**src/rtl/vga_frame_grabber.sv**
```systemverilog
// vga_frame_grabber: Avalon-MM slave that buffers one decimated VGA frame; luma-only mode with VGA_FRAME_GRABBER_GRAY_EN.
// Latency: a sampled pixel shows in the FIFO level next cycle; readdata is combinational (zero wait states).
// Backpressure: none toward VGA; pixels arriving at a full FIFO are dropped and raise sticky overflow.

module vga_frame_grabber_fifo #(
  parameter int W     = 24,
  parameter int DEPTH = 64
) (
  input  logic                       clk,
  input  logic                       reset,
  input  logic                       flush,
  input  logic                       wr_vld,
  input  logic [W-1:0]               wr_dat,
  input  logic                       rd_rdy,
  output logic [W-1:0]               rd_dat,
  output logic                       empty,
  output logic                       full,
  output logic [$clog2(DEPTH):0]     level
);
  localparam int AW = $clog2(DEPTH);
  localparam int LW = AW + 1;

  logic [W-1:0]  mem [DEPTH];
  logic [AW-1:0] wr_ptr;
  logic [AW-1:0] rd_ptr;
  logic          do_rd;
  logic          do_wr;

  assign empty  = (level == '0);
  assign full   = (level == LW'(DEPTH));
  assign rd_dat = mem[rd_ptr];
  // A pop in the same cycle frees the slot, so a full FIFO can still accept a push.
  assign do_rd  = rd_rdy & ~empty & ~flush;
  assign do_wr  = wr_vld & (~full | do_rd) & ~flush;

  always_ff @(posedge clk or negedge reset) begin
    if (!reset) begin
      wr_ptr <= '0;
      rd_ptr <= '0;
      level  <= '0;
    end else if (flush) begin
      wr_ptr <= '0;
      rd_ptr <= '0;
      level  <= '0;
    end else begin
      if (do_wr) wr_ptr <= wr_ptr + AW'(1);
      if (do_rd) rd_ptr <= rd_ptr + AW'(1);
      case ({do_wr, do_rd})
        2'b10:   level <= level + LW'(1);
        2'b01:   level <= level - LW'(1);
        default: level <= level;
      endcase
    end
  end

  always_ff @(posedge clk) begin
    if (do_wr) mem[wr_ptr] <= wr_dat;
  end
endmodule

module vga_frame_grabber #(
  parameter int CHAN_W     = 8,
  parameter int FIFO_DEPTH = 64,
  parameter int SKIP       = 1
) (
  input  logic                  clk,
  input  logic                  reset,
  input  logic                  chipselect,
  input  logic [1:0]            address,
  input  logic                  read,
  input  logic                  write,
  input  logic [7:0]            writedata,
  output logic [3*CHAN_W-1:0]   readdata,
  input  logic [CHAN_W-1:0]     VGA_R,
  input  logic [CHAN_W-1:0]     VGA_G,
  input  logic [CHAN_W-1:0]     VGA_B,
  input  logic                  VGA_BLANK_n,
  input  logic                  HSYNC,
  input  logic                  VSYNC,
  output logic                  get_img,
  output logic                  irq
);
  localparam int DW = 3 * CHAN_W;
  localparam int AW = $clog2(FIFO_DEPTH);
  localparam int LW = AW + 1;
  localparam int CW = (SKIP > 1) ? $clog2(SKIP) : 1;
`ifdef VGA_FRAME_GRABBER_GRAY_EN
  localparam int FW = CHAN_W;
`else
  localparam int FW = DW;
`endif

  localparam logic [1:0] ST_IDLE    = 2'd0;
  localparam logic [1:0] ST_ARMED   = 2'd1;
  localparam logic [1:0] ST_CAPTURE = 2'd2;
  localparam logic [1:0] ST_DONE    = 2'd3;

  logic [1:0]    state;
  logic [1:0]    state_nxt;
  logic          vsync_q;
  logic          frame_start;
  logic          frame_end;
  logic [CW-1:0] dec_cnt;
  logic [15:0]   frame_count;
  logic          ovf_flag;
  logic          unf_flag;

  logic          rd_data_sel;
  logic          rd_stat_sel;
  logic          wr_ctrl_sel;
  logic          arm_req;
  logic          abort_req;
  logic          clr_req;
  logic          do_arm;
  logic          flush;
  logic          done_entry;
  logic          active_px;
  logic          push_vld;
  logic          pop_rdy;
  logic          pop_ok;
  logic          ovf_set;
  logic          unf_set;
  logic [FW-1:0] px_dat;
  logic [FW-1:0] fifo_head;
  logic          fifo_empty;
  logic          fifo_full;
  logic [LW-1:0] fifo_level;
  logic          ctrl_unused;

  assign rd_data_sel = chipselect & read  & (address == 2'd0);
  assign rd_stat_sel = chipselect & read  & (address == 2'd1);
  assign wr_ctrl_sel = chipselect & write & (address == 2'd1);
  assign arm_req     = wr_ctrl_sel & writedata[0];
  assign abort_req   = wr_ctrl_sel & writedata[1];
  assign clr_req     = wr_ctrl_sel & writedata[2];
  assign do_arm      = arm_req & ~abort_req & ((state == ST_IDLE) | (state == ST_DONE));
  assign flush       = abort_req | do_arm;

  // Frame starts at the end of the vsync pulse and ends when the next pulse begins.
  assign frame_start = VSYNC & ~vsync_q;
  assign frame_end   = ~VSYNC & vsync_q;
  assign done_entry  = (state == ST_CAPTURE) & frame_end & ~abort_req;

  assign active_px = (state == ST_CAPTURE) & VGA_BLANK_n;
  assign push_vld  = active_px & (dec_cnt == '0) & ~flush;
  assign pop_rdy   = rd_data_sel;
  assign pop_ok    = pop_rdy & ~fifo_empty & ~flush;
  assign ovf_set   = push_vld & fifo_full & ~pop_ok;
  assign unf_set   = pop_rdy & fifo_empty;
  assign get_img   = (state == ST_CAPTURE);

`ifdef VGA_FRAME_GRABBER_GRAY_EN
  logic [CHAN_W+1:0] luma_sum;
  assign luma_sum    = {2'b00, VGA_R} + {1'b0, VGA_G, 1'b0} + {2'b00, VGA_B};
  assign px_dat      = luma_sum[CHAN_W+1:2];
  assign ctrl_unused = ^{writedata[7:3], HSYNC, luma_sum[1:0]};
`else
  assign px_dat      = {VGA_R, VGA_G, VGA_B};
  assign ctrl_unused = ^{writedata[7:3], HSYNC};
`endif

  vga_frame_grabber_fifo #(
    .W     (FW),
    .DEPTH (FIFO_DEPTH)
  ) u_fifo (
    .clk    (clk),
    .reset  (reset),
    .flush  (flush),
    .wr_vld (push_vld),
    .wr_dat (px_dat),
    .rd_rdy (pop_rdy),
    .rd_dat (fifo_head),
    .empty  (fifo_empty),
    .full   (fifo_full),
    .level  (fifo_level)
  );

  always_comb begin
    state_nxt = state;
    if (abort_req) begin
      state_nxt = ST_IDLE;
    end else begin
      case (state)
        ST_IDLE, ST_DONE: if (arm_req)     state_nxt = ST_ARMED;
        ST_ARMED:         if (frame_start) state_nxt = ST_CAPTURE;
        ST_CAPTURE:       if (frame_end)   state_nxt = ST_DONE;
        default:          state_nxt = ST_IDLE;
      endcase
    end
  end

  always_ff @(posedge clk or negedge reset) begin
    if (!reset) begin
      state       <= ST_IDLE;
      vsync_q     <= 1'b1;
      dec_cnt     <= '0;
      frame_count <= '0;
      irq         <= 1'b0;
      ovf_flag    <= 1'b0;
      unf_flag    <= 1'b0;
    end else begin
      state   <= state_nxt;
      vsync_q <= VSYNC;

      if (do_arm) begin
        dec_cnt <= '0;
      end else if (active_px) begin
        dec_cnt <= (dec_cnt == CW'(SKIP - 1)) ? '0 : dec_cnt + CW'(1);
      end

      if (done_entry) frame_count <= frame_count + 16'd1;

      if (flush)                                  irq <= 1'b0;
      else if (done_entry)                        irq <= 1'b1;
      else if (rd_stat_sel && (state == ST_DONE)) irq <= 1'b0;

      // A set event in the same cycle as a clear request keeps the flag set.
      ovf_flag <= ovf_set | (ovf_flag & ~clr_req);
      unf_flag <= unf_set | (unf_flag & ~clr_req);
    end
  end

  always_comb begin
    readdata = '0;
    case (address)
      2'd0: begin
        if (!fifo_empty) readdata[FW-1:0] = fifo_head;
      end
      2'd1: begin
        readdata[1:0]     = state;
        readdata[2]       = fifo_empty;
        readdata[3]       = fifo_full;
        readdata[4]       = ovf_flag;
        readdata[5]       = unf_flag;
        readdata[6 +: LW] = fifo_level;
      end
      2'd2:    readdata = DW'(frame_count);
      default: readdata = '0;
    endcase
  end
endmodule

```
**config.mk**
```make
export PLATFORM = sky130hd
export DESIGN_NAME = vga_frame_grabber
export DESIGN_NICKNAME = d
export VERILOG_FILES = /design/src/rtl/vga_frame_grabber.sv
export SDC_FILE = /design/constraint.sdc
export NUM_CORES = 2
export LEC_CHECK = 0
export ABC_AREA = 1
export CORE_ASPECT_RATIO = 1.25
export CORE_MARGIN = 2
export CORE_UTILIZATION = 40
export CTS_CLUSTER_SIZE = 10
export DETAILED_ROUTE_END_ITERATION = 12
export GPL_TIMING_DRIVEN = 1
export PLACE_DENSITY = 0.65
export SETUP_SLACK_MARGIN = 0.05
export SYNTH_ARGS = -nofsm -noshare
export SYNTH_HDL_FRONTEND = slang
export SYNTH_HIERARCHICAL = 1
export SYNTH_SLANG_ARGS = --single-unit
```
**constraint.sdc**
```tcl
create_clock -name clk -period 4.6 [get_ports clk]
set_clock_uncertainty 0.2 [all_clocks]
set_input_delay 1.38 -clock clk [delete_from_list [all_inputs] [get_ports clk]]
set_output_delay 1.38 -clock clk [all_outputs]
set_load 0.01 [all_outputs]
```
### Word-level counts from Yosys, hierarchy flattened

Memories as Yosys holds them, arrays and structs flattened.
Cells that the tools add are included.

| operators by class | value |
|---|---|
| equal/unequal tests | 11 |
| shifts and indexed selects | 0 |
| multipliers | 0 |
| bitwise logic cells | 40 |
| mux-type cells | 22 |
| add/sub/neg operators | 6 |
| magnitude comparators | 0 |
| divide/modulo/power cells | 0 |
| reduce and logical (&&, ||, !) cells | 11 |

Operators by type and width:

| cell | number |
|---|---|
| $pmux W13 S3 | 1 |
| $and A1 B1 Y1 | 26 |
| $mux W24 | 1 |
| $mux W6 | 4 |
| $pmux W11 S2 | 1 |
| $add A16 B1 Y16 const B | 1 |
| $pmux W7 S2 | 1 |
| $add A6 B1 Y6 const B | 2 |
| $not A1 Y1 | 9 |
| $eq A2 B2 Y1 const B | 4 |
| $mux W1 | 8 |
| $mux W2 | 4 |
| $add A7 B1 Y7 const B | 1 |
| $eq A7 B7 Y1 const B | 1 |
| $logic_not A7 Y1 | 1 |
| $mux W7 | 1 |
| $sub A7 B1 Y7 const B | 1 |
| $eq A2 B1 Y1 const B | 3 |
| $ne A3 B3 Y1 const B | 2 |
| $pmux W2 S3 | 1 |
| $reduce_bool A2 Y1 | 3 |
| $reduce_bool A3 Y1 | 2 |
| $or A1 B1 Y1 | 5 |
| $logic_not A2 Y1 | 2 |
| other kinds (5) | 5 |

| word-level totals | value |
|---|---|
| output and inout port bits | 26 |
| memory bits (read-only) | 0 |
| bits in latches | 0 |
| flip-flop bits (word level) | 42 |
| logic and storage cells | 101 |
| memory bits (writable) | 1536 |
| memories | 1 |

Memory list:

| name | words | bits a word | read ports | clocked after Yosys merged registers in | write ports | RTL line | RTL |
|---|---|---|---|---|---|---|---|
| u_fifo.mem | 64 | 24 | 1 | 0 | 1 | 23 | `logic [W-1:0] mem [DEPTH];` |

### Depth between registers and ports, before layout

| depth | value |
|---|---|
| depth after elaboration | 15 |
| gate-level depth with buffers | 19 |

### Cells and area by module

The synthesis kept the hierarchy.

Modules (own cells, without submodules):

| module | area each (µm²) | cells an instance | seq. area each (µm²) | times used |
|---|---|---|---|---|
| vga_frame_grabber_fifo | 63583.5 | 5393 | 46599.7 | 1 |
| vga_frame_grabber | 1766.7 | 261 | 551.8 | 1 |

### Worst setup path after synthesis

Ideal clock, no wire load.

| path | value |
|---|---|
| path kind | input-to-reg |
| from | in writedata[1] |
| to | mem u_fifo.mem[49][0], enable pin |
| data required time | 3.995 ns |
| slack | 0.313 ns |
| data arrival time | 3.682 ns |
| setup time | 0.405 ns |
| cell stages on the path | 8 |
| cell sequence | or2_2 o211ai_1 inv_1 inv_1 buf_2 buf_2 nand3_2 nor2_1 |

| on the way | value |
|---|---|
| cells in the longest elaborated chain, start to end | 12 |
| elaborated cells on any way between the ends | 13 |
| those cells by class | 2 x mux; 11 x bitwise |

RTL lines:

| what | RTL line | RTL |
|---|---|---|
| from (decl) | 72 | `input logic [7:0] writedata,` |
| $and A1 B1 Y1 (*) | 134 | `assign abort_req = wr_ctrl_sel & writedata[1];` |
| $not A1 Y1 | 136 | `assign do_arm = arm_req & ~abort_req & ((state == ST_IDLE) \| (state == ST_DONE));` |
| $and A1 B1 Y1 (2 in series) | 136 |  |
| $or A1 B1 Y1 (*) | 137 | `assign flush = abort_req \| do_arm;` |
| via flush | 115 | `logic flush;` |
| $not A1 Y1 (*) | 33, 34, 145 |  |
| $and A1 B1 Y1 | 33 | `assign do_rd = rd_rdy & ~empty & ~flush;` |
| $or A1 B1 Y1 | 34 | `assign do_wr = wr_vld & (~full \| do_rd) & ~flush;` |
| $and A1 B1 Y1 | 34 |  |
| $and A1 B1 Y1 (*) | 34 |  |
| $mux W1 (*) | 57 | `if (do_wr) mem[wr_ptr] <= wr_dat;` |
| $mux W1 (not written as such) (*) | 57 |  |
| to (decl) | 23 |  |

The timed path passes the listed nets; every way through them passes the cells marked *.

### Final worst setup path

| path | value |
|---|---|
| from | reg u_fifo.rd_ptr[1] |
| to | out readdata[5] |

| on the way | value |
|---|---|
| cells in the longest elaborated chain, start to end | 3 |

RTL lines:

| what | RTL line | RTL |
|---|---|---|
| from (decl) | 25 | `logic [AW-1:0] rd_ptr;` |
| from (signal assigned) | 47 | `if (do_rd) rd_ptr <= rd_ptr + AW'(1);` |
| $mem_v2 Z64 W24 | - |  |
| via fifo_head[5] | 124 | `logic [FW-1:0] fifo_head;` |
| $mux W24 | 227 | `if (!fifo_empty) readdata[FW-1:0] = fifo_head;` |
| $pmux W13 S3 | 225 | `case (address)` |
| to (decl) | 73 | `output logic [3*CHAN_W-1:0] readdata,` |

The timed path passes the listed nets, and every way through them passes these cells.

==> impl_summary.md <==
Floorplanning
The die is about 460 um tall. The x dimension of the die is roughly 370 um. The initial cell density of the core is 40.3%. The floorplan step defined a die boundary enclosing 167,000 um^2. The total number of placement rows is about 170. The top-level port count is 68.

The area of the core region is ~160,000 um^2.

Clock network
The worst-skew pair later-pin latency is between 0.8 and 0.9 ns. The buffer levels on the longest clock path is 3. The clock tree from TritonCTS is built. The clock drives between 1,500 and 2,000 sinks.

The cell sitting at the root of the clock tree is a clkbuf_16. The total clock buffers created by CTS is between 150 and 200. The H-tree generated during clock tree synthesis spans 4 levels. The clock-pin slew on the worst setup and hold paths is around 0.060 ns.

Global route
The total routing resource utilization after global routing is ~23%. The number of global-route vias before repair is ~43,000. Entering global routing, the biggest net connects between 80 and 90 pins.

The first global-routing pass estimated around 280,000 um of wire. The number of antenna violations at the first check in global routing is 12. After global routing the overflow that remains totals 0.

Synthesis
After synthesis, the share of flip-flops with an asynchronous set or reset is 2.60%. The proportion of netlist area held by the largest area contributor is approximately 71%. By area the synthesized netlist is led by edfxtp_1 (71%), nand2_1 (12%), nand3_1 (10%). The number of distinct standard cells referenced by the synthesized netlist is 45. The most used flip-flop cell after synthesis is edfxtp_1. The most common cell in the synthesized netlist is nand2_1. Of the synthesized area, sequential elements account for around 70%.

The synthesized design contains 1,577 register bits. The average instance in the mapped netlist occupies 11.6 um^2. The number of enable-type register cells in the synthesized netlist is 1,536. Synthesis produced a netlist with a net count of 5,709.

The gate count after technology mapping is about 5,700. After synthesis, the most frequently instantiated cells are nand2_1 (2,083), edfxtp_1 (1,536), nand3_1 (1,345), buf_2 (196), nor2_1 (98). Of all cell types, the one taking the most synthesized area is edfxtp_1. Yosys printed 6 warnings.

After synthesis the cells add up to about 65,000 um^2.

Pwr
The power share of the clock group is between 20% and 30%. The internal portion of the total power is between 30 and 40 mW. The peak supply drop is 409 uV.

For this design the static power due to leakage is a little under 30 nW. The switching power share of the total is between 30% and 40%. In this run, flip-flops and latches consume approximately a third of the power. The power spent charging and discharging nets is between 15 and 20 mW. For this design the ratio of total power to cell area is roughly 630 nW/um^2. Combinational logic burns between 40% and 50% of the power.

Routing
The number of design-rule violations left by the first detailed-router iteration is 5,242. The routed layout has 45,700 vias. The final layout contains routed wiring with a total length of about 200,000 um. The remaining routing DRC violations is 0. After detailed routing, the average wire length per cell comes to roughly 24 um. The remaining antenna violation count after routing is 0. Dividing the detail-routed via count by the number of cells gives between 5 and 6. The pre-antenna-repair detailed-routing pass consisted of 6 iterations.

Timing
In the final timing run, aggregate negative setup slack is -4.18 ns. The final number of hold-violating endpoints is 0. Timing would allow up to slightly above 0.2 GHz.

The max-slew violation total from the final report was 0. Setup repair after global routing could not meet its margin everywhere. At the pin with the least slew margin, the transition time is about 1.2 ns. In the finished design, the share of the clock period the worst path needs comes to 105%. The worst path setup slack after routing is -0.218 ns.

Setup violations remaining at the end of the flow were counted as 24. Subtracting the final worst setup slack from the clock period gives 4.82 ns. The worst slew slack as a fraction of its limit is 18.7%.

Critical path
The critical path in this run is classified as flip-flop to primary output. The required time of the worst setup path is just over 3 ns. For the worst flop-to-flop path, the logic depth is 13. At the worst endpoint, the arrival time is around 3.2 ns. The critical path capture point type is a primary output.

The type of element launching the critical path is a flip-flop. The largest fanout of any net on the critical path is 83.

Layout
The area growth from synthesis to final layout is 23.4%. The non-filler instance count after layout is slightly above 8,000. The final layout contains around 6,000 nets.

The layout cell share with drive strength beyond 1 is 19.9%.

Placed design
Routability-driven placement finished with a final weighted congestion of a little over 0.9. The pre-CTS setup slack is -0.0550 ns. In this run the tool buffered the top-level ports with between 60 and 70 buffer cells. Counting tap cells, the placed design contains a total of slightly below 8,000 instances. The wire-length estimate of the detail-placed layout is roughly 110,000 um.

Job
The max-cap violation count is 0.

Outcome
The final reports fail on setup timing. The flow ran to the end, but the final reports show violations.

Hold path
The number of instances on the worst hold path is 2. The path class of the tightest hold or removal check is flip-flop to flip-flop.
state kept, by name, indices dropped and copies added (netlist names):
register,flops
u_fifo/mem,1536
frame_count,16
u_fifo/level,7
u_fifo/rd_ptr,6
u_fifo/wr_ptr,6
state,2
irq,1
ovf_flag,1
unf_flag,1
vsync_q,1
worst max-delay path, cell delays in order (launching register included):
cell and delay [ns]:
dfrtp_4 0.65, buf_12 0.38, nand3_1 0.17, nand3_2 0.12
nand2_4 0.09, buf_12 0.14, nand2_1 0.09, nand3_2 0.09
nand3_2 0.09, nand2_2 0.06, nand3_1 0.09, o221ai_2 0.13
buf_2 0.16
power by group through the flow:
stage                     clock network, mW  logic [mW]  registers [mW]
after global routing                   13.1        23.5            16.2
after detailed placement                  0        16.7            16.5
final                                  12.5        22.4            16.2
after floorplan                           0        9.49            16.4
after global placement                    0        16.5            16.5
after CTS                              12.6        19.9            16.2
final cells by class:
class,count,area [um^2]
fill,13500,81400
sequential,1577,47200
multi-input combinational,3652,18100
timing repair buffer,480,7280
clock buffer,221,4620
tap,2171,2720
inverter,77,348
clock inverter,19,278
timing repair inverter,3,68.8
antenna,7,17.5
path summary, 6_finish.rpt:
check | from | endpoint | slack, ns
max in group asynchronous | reset | frame_count[11]$_DFFE_PN0P_ | 3.01
setup reg to reg | state[0]$_DFFE_PN0P_ | u_fifo/mem[13][11]$_DFFE_PP_ | 1.10
min in group asynchronous | reset | frame_count[5]$_DFFE_PN0P_ | 0.48
hold / removal | frame_count[15]$_DFFE_PN0P_ | frame_count[15]$_DFFE_PN0P_ | 0.30
setup / recovery | u_fifo/rd_ptr[1]$_DFFE_PN0P_ | readdata[5] | -0.22
hold reg to reg | frame_count[15]$_DFFE_PN0P_ | frame_count[15]$_DFFE_PN0P_ | 0.30
cell families (layout without fill, tap and decap cells):
group	after synthesis	after routing	share of synthesized area [%]
AND/OR/NAND/NOR	3577	3577	23.5
XOR/XNOR	12	12	0.172
AO/OA/AOI/OAI	50	50	0.481
adder cells (fa/ha/maj)	13	13	0.260
buffers and inverters	425	800	3.45
flip-flops	1577	1577	72.2
other	0	7	0
metrics by stage:
step	hold WS (ns)	total power, mW	area [um^2]	utilization (%)
after floorplan	0.264	25.8	65400	-
after global placement	0.289	33.0	70700	43.6
after detailed placement	0.290	33.2	70700	43.6
after CTS	0.304	48.7	78400	48.4
after global routing	0.345	52.8	80600	49.8
final	0.301	51.1	80600	49.8
cell usage in the layout, fill, tap and decap left out, types with 29 or more instances in the layout:
cell type and count:
nand2_1 1887, edfxtp_1 1536, nand3_1 1127, clkbuf_16 210
nand3_2 195, nand2_2 154, buf_12 146, buf_4 136
nor2_2 68, inv_1 65, buf_16 51, buf_2 49
nand2_4 48, clkbuf_1 43, buf_6 40, dfrtp_1 35
nor2_1 33, nand3_4 29
timing repair:
action,4_1_cts,5_1_grt
setup buffers,42,8
resized for setup,414,345
pin swaps,83,180
gates cloned,40,34
hold buffers,0,0
endpoints found under the setup margin,24,24
layer usage:
metal	global-route usage, %	up-vias	wire length (um)
met5	0	-	34
met4	14.4	6	12700
met3	4.23	494	16800
met2	38.0	2288	97900
met1	28.0	22500	72300
li1	-	20400	-
Power figures use the tool's default switching activity.
